===== src/rtl/uart_pkg.sv =====
// Shared types for the UART packet controller: framing states, outcome codes
// and the running checksum width.
package uart_pkg;

   localparam int CHK_W = 8;

   typedef enum logic [3:0] {
      HUNT    = 4'b0001,
      LEN     = 4'b0010,
      PAYLOAD = 4'b0100,
      CHK     = 4'b1000
   } state_t;

   typedef enum logic [2:0] {
      ERR_NONE    = 3'd0,
      ERR_BAD_LEN = 3'd1,
      ERR_BAD_CHK = 3'd2,
      ERR_TIMEOUT = 3'd3,
      ERR_FRAMING = 3'd4
   } err_code_t;

endpackage


===== src/rtl/uart_idle_timer.sv =====
// Inter-byte idle timer: counts enabled cycles since the last clear and
// pulses expire during the cycle in which the count reaches CYCLES-1.
module uart_idle_timer #(
   parameter int CYCLES = 100000
) (
   input  logic clk,
   input  logic rst,
   input  logic clr,
   input  logic en,
   output logic expire
);

   localparam int CW = (CYCLES > 1) ? $clog2(CYCLES) : 1;
   localparam logic [CW-1:0] LAST = CW'(CYCLES - 1);

   logic [CW-1:0] count;

   // A clear in the same cycle always wins, so a byte arriving on the
   // final count suppresses the timeout.
   assign expire = en && !clr && (count == LAST);

   // Idle cycle counter; restarts after clear or after it has fired.
   always_ff @(posedge clk) begin
      if (rst || clr || expire) begin
         count <= '0;
      end else if (en) begin
         count <= count + 1'b1;
      end
   end

endmodule


===== src/rtl/uart_rx_pkt_ctrl.sv =====
// Packet framing controller behind uart_rx: SYNC, LEN, payload, CHK.
// Forwards payload bytes, reports each packet outcome and keeps
// saturating good/bad statistics.
module uart_rx_pkt_ctrl
   import uart_pkg::*;
#(
   parameter int          CLK_FREQ   = 100,
   parameter int          TIMEOUT_US = 1000,
   parameter logic [7:0]  SYNC_BYTE  = 8'hA5,
   parameter int          MAX_LEN    = 64
) (
   input  logic        clk,
   input  logic        rst,
   input  logic        rx_valid,
   input  logic [7:0]  rx_data,
   input  logic        rx_err,
   output logic        m_valid,
   output logic [7:0]  m_data,
   output logic        m_last,
   output logic        pkt_done,
   output logic        pkt_ok,
   output logic [2:0]  err_code,
   output logic [15:0] pkt_cnt,
   output logic [15:0] err_cnt
);

   localparam int         TIMEOUT_CYC = CLK_FREQ * TIMEOUT_US;
   localparam logic [7:0] MAX_LEN_B   = 8'(MAX_LEN);

   state_t           state, state_nx;
   logic [7:0]       rem, rem_nx;
   logic [CHK_W-1:0] chk, chk_nx;
   logic             fwd, last_nx, done_nx, ok_nx;
   err_code_t        code_nx;
   logic             in_pkt, timer_clr, expire;

   assign in_pkt    = (state != HUNT);
   assign timer_clr = rx_valid || !in_pkt;

   uart_idle_timer #(
      .CYCLES (TIMEOUT_CYC)
   ) u_idle_timer (
      .clk    (clk),
      .rst    (rst),
      .clr    (timer_clr),
      .en     (in_pkt),
      .expire (expire)
   );

   // Next-state and per-byte decisions; rx_err outranks rx_valid, which
   // outranks the timeout.
   always_comb begin
      state_nx = state;
      rem_nx   = rem;
      chk_nx   = chk;
      fwd      = 1'b0;
      last_nx  = 1'b0;
      done_nx  = 1'b0;
      ok_nx    = 1'b0;
      code_nx  = ERR_NONE;
      if (in_pkt && rx_err) begin
         done_nx  = 1'b1;
         code_nx  = ERR_FRAMING;
         state_nx = HUNT;
      end else if (rx_valid) begin
         unique case (state)
            HUNT: begin
               if (!rx_err && rx_data == SYNC_BYTE) state_nx = LEN;
            end
            LEN: begin
               if (rx_data == 8'd0 || rx_data > MAX_LEN_B) begin
                  done_nx  = 1'b1;
                  code_nx  = ERR_BAD_LEN;
                  state_nx = HUNT;
               end else begin
                  rem_nx   = rx_data;
                  chk_nx   = rx_data;
                  state_nx = PAYLOAD;
               end
            end
            PAYLOAD: begin
               fwd    = 1'b1;
               chk_nx = chk + rx_data;
               rem_nx = rem - 8'd1;
               if (rem == 8'd1) begin
                  last_nx  = 1'b1;
                  state_nx = CHK;
               end
            end
            CHK: begin
               done_nx  = 1'b1;
               ok_nx    = (rx_data == chk);
               code_nx  = (rx_data == chk) ? ERR_NONE : ERR_BAD_CHK;
               state_nx = HUNT;
            end
            default: state_nx = HUNT;
         endcase
      end else if (expire) begin
         done_nx  = 1'b1;
         code_nx  = ERR_TIMEOUT;
         state_nx = HUNT;
      end
   end

   // State, checksum, registered stream/outcome outputs and statistics.
   always_ff @(posedge clk) begin
      if (rst) begin
         state    <= HUNT;
         rem      <= '0;
         chk      <= '0;
         m_valid  <= 1'b0;
         m_data   <= '0;
         m_last   <= 1'b0;
         pkt_done <= 1'b0;
         pkt_ok   <= 1'b0;
         err_code <= '0;
         pkt_cnt  <= '0;
         err_cnt  <= '0;
      end else begin
         state    <= state_nx;
         rem      <= rem_nx;
         chk      <= chk_nx;
         m_valid  <= fwd;
         if (fwd) m_data <= rx_data;
         m_last   <= last_nx;
         pkt_done <= done_nx;
         pkt_ok   <= ok_nx;
         err_code <= code_nx;
         if (done_nx && ok_nx && pkt_cnt != 16'hFFFF) pkt_cnt <= pkt_cnt + 16'd1;
         if (done_nx && !ok_nx && err_cnt != 16'hFFFF) err_cnt <= err_cnt + 16'd1;
      end
   end

endmodule

===== config.mk =====
export PLATFORM = sky130hd
export DESIGN_NAME = uart_rx_pkt_ctrl
export DESIGN_NICKNAME = d
export VERILOG_FILES = /design/src/rtl/uart_pkg.sv /design/src/rtl/uart_idle_timer.sv /design/src/rtl/uart_rx_pkt_ctrl.sv
export SDC_FILE = /design/constraint.sdc
export NUM_CORES = 1
export LEC_CHECK = 0
export BUFFER_PORTS_ARGS = -buffer_cell sky130_fd_sc_hd__buf_2
export CAP_MARGIN = 20
export CORE_MARGIN = 5
export CORE_UTILIZATION = 50
export CTS_CLUSTER_DIAMETER = 30
export DETAILED_ROUTE_END_ITERATION = 12
export GPL_TIMING_DRIVEN = 0
export PLACE_DENSITY = 0.83
export SYNTH_ARGS = -nofsm -noshare
export SYNTH_HDL_FRONTEND = slang
export SYNTH_SLANG_ARGS = --single-unit

===== constraint.sdc =====
create_clock -name clk -period 2.25 [get_ports clk]
set_clock_uncertainty 0.15 [all_clocks]
set_input_delay 0.3375 -clock clk [delete_from_list [all_inputs] [get_ports clk]]
set_output_delay 0.3375 -clock clk [all_outputs]
set_load 0.01 [all_outputs]

==> results of run 1 <==
[worst reg2reg max path: stages (launching register included)]
cell and delay, ns:
dfxtp_2 0.35, or4_4 0.55, nor3_4 0.16, nand3_2 0.15, o211a_4 0.23, nor4_4 0.34
mux2_4 0.33
[flip-flops by register name, summed over array words and instances, names as in the netlist]
signal	flops
m_data	8
m_valid	1
m_last	1
err_code	3
pkt_ok	1
state	4
pkt_cnt	16
chk	8
pkt_done	1
u_idle_timer.count	17
err_cnt	16
rem	8
[metal layers]
metal,wire (um),vias up,track usage (%),part of all wire (%)
met2,6190,237,38.6,48
met5,0,-,0,0
li1,-,2100,-,-
met1,5210,2107,28.7,40
met3,1070,46,5.90,8.3
met4,414,0,11.2,3.2
[logic make-up (layout without fill, tap and decap cells)]
group                      count (synthesis)  after routing  share of synthesized area [%]
AOI/OAI and AO/OA                         93             93                           13.5
buffers and inverters                     32            132                           3.28
muxes                                     16             16                           3.86
DFF                                       84             84                           38.7
and+or+nand+nor                          262            262                           30.7
adders and majority gates                 13             13                           3.92
xor gates and xnor gates                  30             30                           6.05
[area by class of cell]
cell class | instances | area share (%)
buffer | 20 | 2.29
sequential | 84 | 29.6
clock inverter | 7 | 1.73
timing repair buffer | 86 | 9.17
multi-input combinational | 414 | 52.0
inverter | 10 | 0.655
clock buffer | 9 | 2.16
tap | 108 | 2.36
[power groups by stage]
stage          clock network [mW]  logic (mW)  registers, mW
6_report                     1.22       0.124           1.48
3_3_place_gp                    0      0.0973           1.52
5_1_grt                      1.30       0.133           1.48
3_5_place_dp                    0      0.0996           1.52
4_1_cts                      1.22       0.107           1.48
2_1_floorplan                   0      0.0559           1.52
[final timing paths]
path | endpoint | depth (start not counted)
worst max register to register | err_cnt[8] | 6
worst min-delay path | m_data[3] | 3
worst max-delay path | err_cnt[8] | 7
worst min register to register | u_idle_timer.count[0] | 1
[per-stage QoR]
step / cell area (um^2) / setup WS [ns]
5_1_grt: 5730 / -0.155
3_5_place_dp: 4860 / -0.533
3_3_place_gp: 4860 / -0.516
2_1_floorplan: 4440 / -0.145
6_report: 5730 / -0.107
4_1_cts: 5450 / -0.0773
[timing repair]
| action | in CTS | in global routing |
|---|---|---|
| hold endpoints to repair | 0 | 0 |
| cloned | 0 | 1 |
| pin swaps | 27 | 23 |
| gates resized for setup | 49 | 46 |
| setup buffers | 17 | 11 |
| endpoints found under the setup margin | 63 | 57 |
[placed cells by master, fill, tap and decap left out, types with 6 or more instances in the layout]
cell and instances:
clkbuf_8 9, xor2_1 12, nand2_1 58, and3_1 8
dfxtp_2 10, nor2_1 77, buf_2 56, o21ai_0 22
nor4_4 10, clkbuf_1 9, mux2i_1 9, nand3_1 11
nand2b_1 9, dfxtp_1 73, nor3_1 11, inv_1 10
nand4_1 15, a21oi_1 32, ha_1 7, buf_4 32
or3_1 13, nor3_4 6, xnor2_1 18
==> metrics.md, run 1 <==
| Metric | Value |
|---|---|
| Final-layout fill cell count | 616 |
| Class of the most critical hold timing path | primary input to flip-flop |
| Cell taking the most area after synthesis | dfxtp_1 |
| Routed Wire Length | approximately 13000 um |
| Post-CTS clock slew at the launch and capture registers of the worst setup and hold paths | 0.09 ns |
| Footprint of the multi-input gates | 2980 um^2 |
| Library cell with the highest instance count after synthesis | dfxtp_1 |
| Largest net degree at the start of global routing | 16 |
| Critical Path AT | 2.46 ns |
| Nets | 650 |
| Average wire per cell in the routed design | 17.5 um |
| Data required time of the worst path | 2.35 ns |
| Largest vdd supply drop | between 400 and 500 uV |
| Sequential fraction of design power | 52.4% |
| Clock network power share | roughly 43% |
| Proportion of synthesized chip area in sequential cells | 38.7% |
| Violations in the final reports | negative setup slack |
| Setup crit end kind | flip-flop |
| Antenna-violating nets left | 0 |
| Area growth syn-to-layout | 31.8% |
| Highest net fanout along the worst path | 8 |
| Worst setup slack for register-to-register paths | -0.10 ns |
| Maximum clock path buffer count | 2 |
| Ordered list of cells on the worst path | buf_4 > or3_4 > nor4_4 > mux2_4 > o211a_4 > nor4_4 > mux2_4 |
| Slew at the pin closest to its max-slew limit | 0.657 ns |
| FMAX | 0.424 GHz |
| Pwr per Cell Area | 494 nW/um^2 |
| HPWL after DPL | 7990 um |
| Start point of the worst min-delay path | rx_data[3] |
| Clock Sink Count | 84 |
| DRC violations left | 0 |
| Fraction of final layout cells with drive strength greater than 1 | 29.5% |
| Mapped Area | approximately 4300 um^2 |
| Final setup violation count | 17 |
| Final-layout worst hold slack | ~0.15 ns |
| Total congestion overflow | 0 |
| Switching part of the total | roughly a quarter |
| Initial DRC Count | 324 |
| Post-synth net total | between 500 and 600 |
| Type of the worst setup path | primary input to flip-flop |
| Number of port buffers | 57 |
| Overall die width | between 100 and 150 um |
| Minimum clock period after layout | 2.36 ns |
| Leading register cell type out of synthesis | dfxtp_1 |
| Placer congestion estimate | 0.919 |
| Count of final hold-check violations | 0 |
| Source of the worst register-to-register timing path | u_idle_timer.count[5] |
| Fraction of power consumed by combinational cells | 4.4% |
| Via/cell ratio | 6.08 |
| Total internal power | 2.15 mW |
| Portion of synthesized cell area occupied by the leading cell type | 38.7% |
| Average instance area after synthesis | 8.20 um^2 |
| DRT Pass-1 Iters | 5 |
| Total number of vias | between 4000 and 5000 |
| Count of buffering cells on the critical path with inverters included | 1 |
| Origin of the worst setup path | rx_data[1] |
| Register bit count reported by yosys | 84 |
| Number of enable flip-flop cells after synthesis | 0 |
| Height of the die | 103 um |
| Final worst slack | -0.107 ns |
| Power dissipated by switching net loads | 675 uW |
| Antenna cell count | 0 |
| Largest stage delay on the critical path | 0.40 ns |
| Synth async-reset ratio | 0% |
| Clock latency on the worst-skew pair | between 0.3 and 0.4 ns |
| Synthesized netlist cell count | 530 |
| Flip-flop and latch area | 1700 um^2 |
| Setup tns final | -0.748 ns |
| Total routing usage reported by global routing | 23.4% |
| List of most frequent post-synthesis cells | dfxtp_1 (84), nor2_1 (78), nand2_1 (60), a21oi_1 (36), o21ai_0 (27) |
| Number of warnings reported in the yosys synthesis log | 0 |
| Count of pins over their slew limit | 0 |
| CTS tree | done |
| Core ar. | 8590 um^2 |
| Slowest cell on the critical path | or3_4 |
| Static leakage power | 2.11 nW |
| Total chip power | approximately 2.8 mW |
| Final Util | about two thirds |
| Critical Path Start Type | primary input |
| Root buf cell | clkbuf_8 |
| Num rows | 34 |
| Unique masters post-synth | 56 |
| Cell type group with the largest total delay on the critical path | simple AND/OR/NAND/NOR gates |
| Number of hold buffers added after cts | 0 |
| Max-capacitance violation count | 0 |
| Final critical-path share of the clock period | 105% |
| Initial antenna violation count | 0 |
| Post-Layout Cell Count | 738 |
| Clock H-tree levels | 3 |
| Initial Util | 50.6% |
| Top cells by area in the synthesized netlist | dfxtp_1 (39%), nor2_1 (6.7%), nand2_1 (5.2%) |
| Global-route wire length before repair | 19900 um |
| Outcome | finished with violations |
| Number of ports placed on the die boundary | 59 |
| Unrepaired setup endpoints after global routing | yes |
| Number of placed instances, taps included | 695 |
| Worst relative slew slack | ~56% |
| Total CTS buffers | 9 |
| Vias in the first global route | 4194 |
| Area of the die | approximately 11000 um^2 |
Note: power is estimated with default switching activity, not from simulation.
==> inputs of run 2 (changes only) <==
Settings changed: SETUP_SLACK_MARGIN set to 0.5.
==> metrics.md, run 2 (synthesis gave the netlist of run 1 again) <==
| Metric | Value |
|---|---|
| Pwr per Cell Area | 413 nW/um^2 (-16%) |
| Fraction of power consumed by combinational cells | 6.5% (+2.1 points) |
| Violations in the final reports | negative setup slack |
| Antenna-violating nets left | 0 (unchanged) |
| Commonest cells after routing, fill and taps aside | dfxtp_1 (64), nor2_1 (61), buf_2 (55) |
| Height of the die | 103 um (unchanged) |
| DRC violations left | 0 (unchanged) |
| Clock network power share | 42.0% (-1.2 points) |
| Registers with the most flip-flops | u_idle_timer.count x17, err_cnt x16, pkt_cnt x16 |
| Final-layout worst hold slack | 0.0555 ns (-0.0981 ns) |
| Initial antenna violation count | 0 (unchanged) |
| Num rows | 34 (unchanged) |
| Largest net degree at the start of global routing | 16 (unchanged) |
| Critical Path Start Type | primary input |
| Unrepaired setup endpoints after global routing | yes |
| Cell area after layout | 6940 um^2 (+21%) |
| Antenna cell count | 0 (unchanged) |
| Register with the most flip-flops | u_idle_timer.count |
| Count of pins over their slew limit | 0 (unchanged) |
| Area growth syn-to-layout | 59.6% |
| Total congestion overflow | 0 (unchanged) |
| Routed Wire Length | 19100 um (+48%) |
| DRT Pass-1 Iters | 7 (+2) |
| Clock H-tree levels | 3 (unchanged) |
| Cell Area, Placed | 5170 um^2 (+6.5%) |
| Worst relative slew slack | 48.8% (-6.8 points) |
| Total routing usage reported by global routing | 28.0% (+4.6 points) |
| Initial DRC Count | 640 (+98%) |
| Critical Path AT | 2.52 ns (+0.06 ns) |
| CTS tree | done |
| Power dissipated by switching net loads | 772 uW (+14%) |
| Vias in the first global route | 4694 (+12%) |
| Final Util | 80.7% (+14 points) |
| Sequential fraction of design power | 51.5% (-0.9 points) |
| Minimum clock period after layout | 2.42 ns (+0.0663 ns) |
| Maximum clock path buffer count | 2 (unchanged) |
| Total number of vias | 5348 (+19%) |
| Type of the worst setup path | primary input to flip-flop |
| Switching part of the total | 26.9% (+3.1 points) |
| Number of ports placed on the die boundary | 59 (unchanged) |
| Clock latency on the worst-skew pair | 0.39 ns (+0.02 ns) |
| Outcome | finished with violations |
| Final critical-path share of the clock period | 108% (+2.9 points) |
| Fraction of final layout cells with drive strength greater than 1 | 49.6% (+20 points) |
| Data required time of the worst path | 2.35 ns (about the same) |
| Class of the most critical hold timing path | primary input to flip-flop |
| Total internal power | 2.10 mW (-2.7%) |
| Final worst slack | -0.173 ns (-0.0663 ns) |
| Count of final hold-check violations | 0 (unchanged) |
| Global-route wire length before repair | 23300 um (+17%) |
| Slew at the pin closest to its max-slew limit | 0.769 ns (+0.112 ns) |
| Via/cell ratio | 6.82 (+12%) |
| Area of the die | 10700 um^2 (unchanged) |
| Final setup violation count | 36 (+19) |
| Average wire per cell in the routed design | 24.4 um (+40%) |
| FMAX | 0.413 GHz (-2.7%) |
| Static leakage power | 2.53 nW (+20%) |
| Total chip power | 2.87 mW (+1.3%) |
| Post-CTS clock slew at the launch and capture registers of the worst setup and hold paths | 0.09 ns (about the same) |
| Overall die width | 103 um (unchanged) |
| Nets | 696 (+7.1%) |
| Leading cell type in the layout, fill and taps excluded | dfxtp_1 |
| Largest vdd supply drop | 298 uV (-26%) |
| Number of port buffers | 57 (unchanged) |
| Placer congestion estimate | 0.951 (+3.5%) |
| Max-capacitance violation count | 0 (unchanged) |
| Initial Util | 50.6% (unchanged) |
| Root buf cell | clkbuf_8 |
| Clock Sink Count | 84 (unchanged) |
| Largest register FFs | 17 (unchanged) |
| Total CTS buffers | 9 (unchanged) |
| HPWL after DPL | 8340 um (+4.4%) |
| Core ar. | 8590 um^2 (unchanged) |
| Setup crit end kind | flip-flop |
| Highest net fanout along the worst path | 10 (+2) |
## run 2: changes by cell type in the layout (fill, tap and decap cells not counted), moves of 11 or more
cell / delta
a21oi_1: -15
a21oi_2: +11
buf_4: +11
buf_6: +26
nor2_1: -16
nor2_4: +11
## run 2: cell type report
cell class,instances,area [um^2]
buffer,22,246
clock buffer,10,138
clock inverter,6,70.1
fill,428,1660
inverter,10,37.5
multi-input combinational,415,3550
sequential,84,1720
tap,108,135
timing repair buffer,129,1030
## run 2: final timing paths
kind	from	to	slack, ns	cells after the start
worst max-delay path	rx_data[4]	chk[4]	-0.17	9
worst min-delay path	rx_data[4]	m_data[4]	0.06	3
worst max register to register	u_idle_timer.count[5]	err_cnt[13]	-0.15	8
worst min register to register	m_data[2]	m_data[2]	0.35	2
## run 2: critical path, stage by stage
cell	delay, ns
buf_8	0.10
or3_4	0.41
nor4_4	0.34
buf_4	0.21
mux2i_4	0.32
o31ai_4	0.12
buf_6	0.14
buf_8	0.14
a311oi_2	0.39
## run 2: power groups by stage
stage          registers (mW)  clock network, mW  logic [mW]
6_report                 1.48               1.20       0.187
5_1_grt                  1.48               1.26       0.191
4_1_cts                  1.48               1.15       0.143
3_5_place_dp             1.52                  0       0.115
3_3_place_gp             1.52                  0       0.111
2_1_floorplan            1.52                  0      0.0640
## run 2: repair_timing
item,4_1_cts,5_1_grt
setup endpoints to repair,82,84
resized for setup,125,122
buffers inserted,42,26
hold buffers,0,0
cloned,4,1
pin swaps,73,41
## run 2: metal layers
layer	global-route usage, %	share of wire, %	up-vias	wire length, um
met2	47.1	47	491	9060
li1	-	-	2197	-
met3	4.29	11	157	2030
met4	15.7	6.9	0	1310
met1	34.2	35	2503	6710
met5	0	0	-	0
## run 2: through the flow
step | TNS (ns) | worst slack [ns] | cells
final | -2.07 | -0.173 | 784
after global routing | -5.53 | -0.279 | 784
after global placement | -15.08 | -0.491 | 695
after floorplan | -1.10 | -0.145 | 530
after CTS | -0.00224 | -0.00224 | 757
after detailed placement | -17.42 | -0.554 | 695
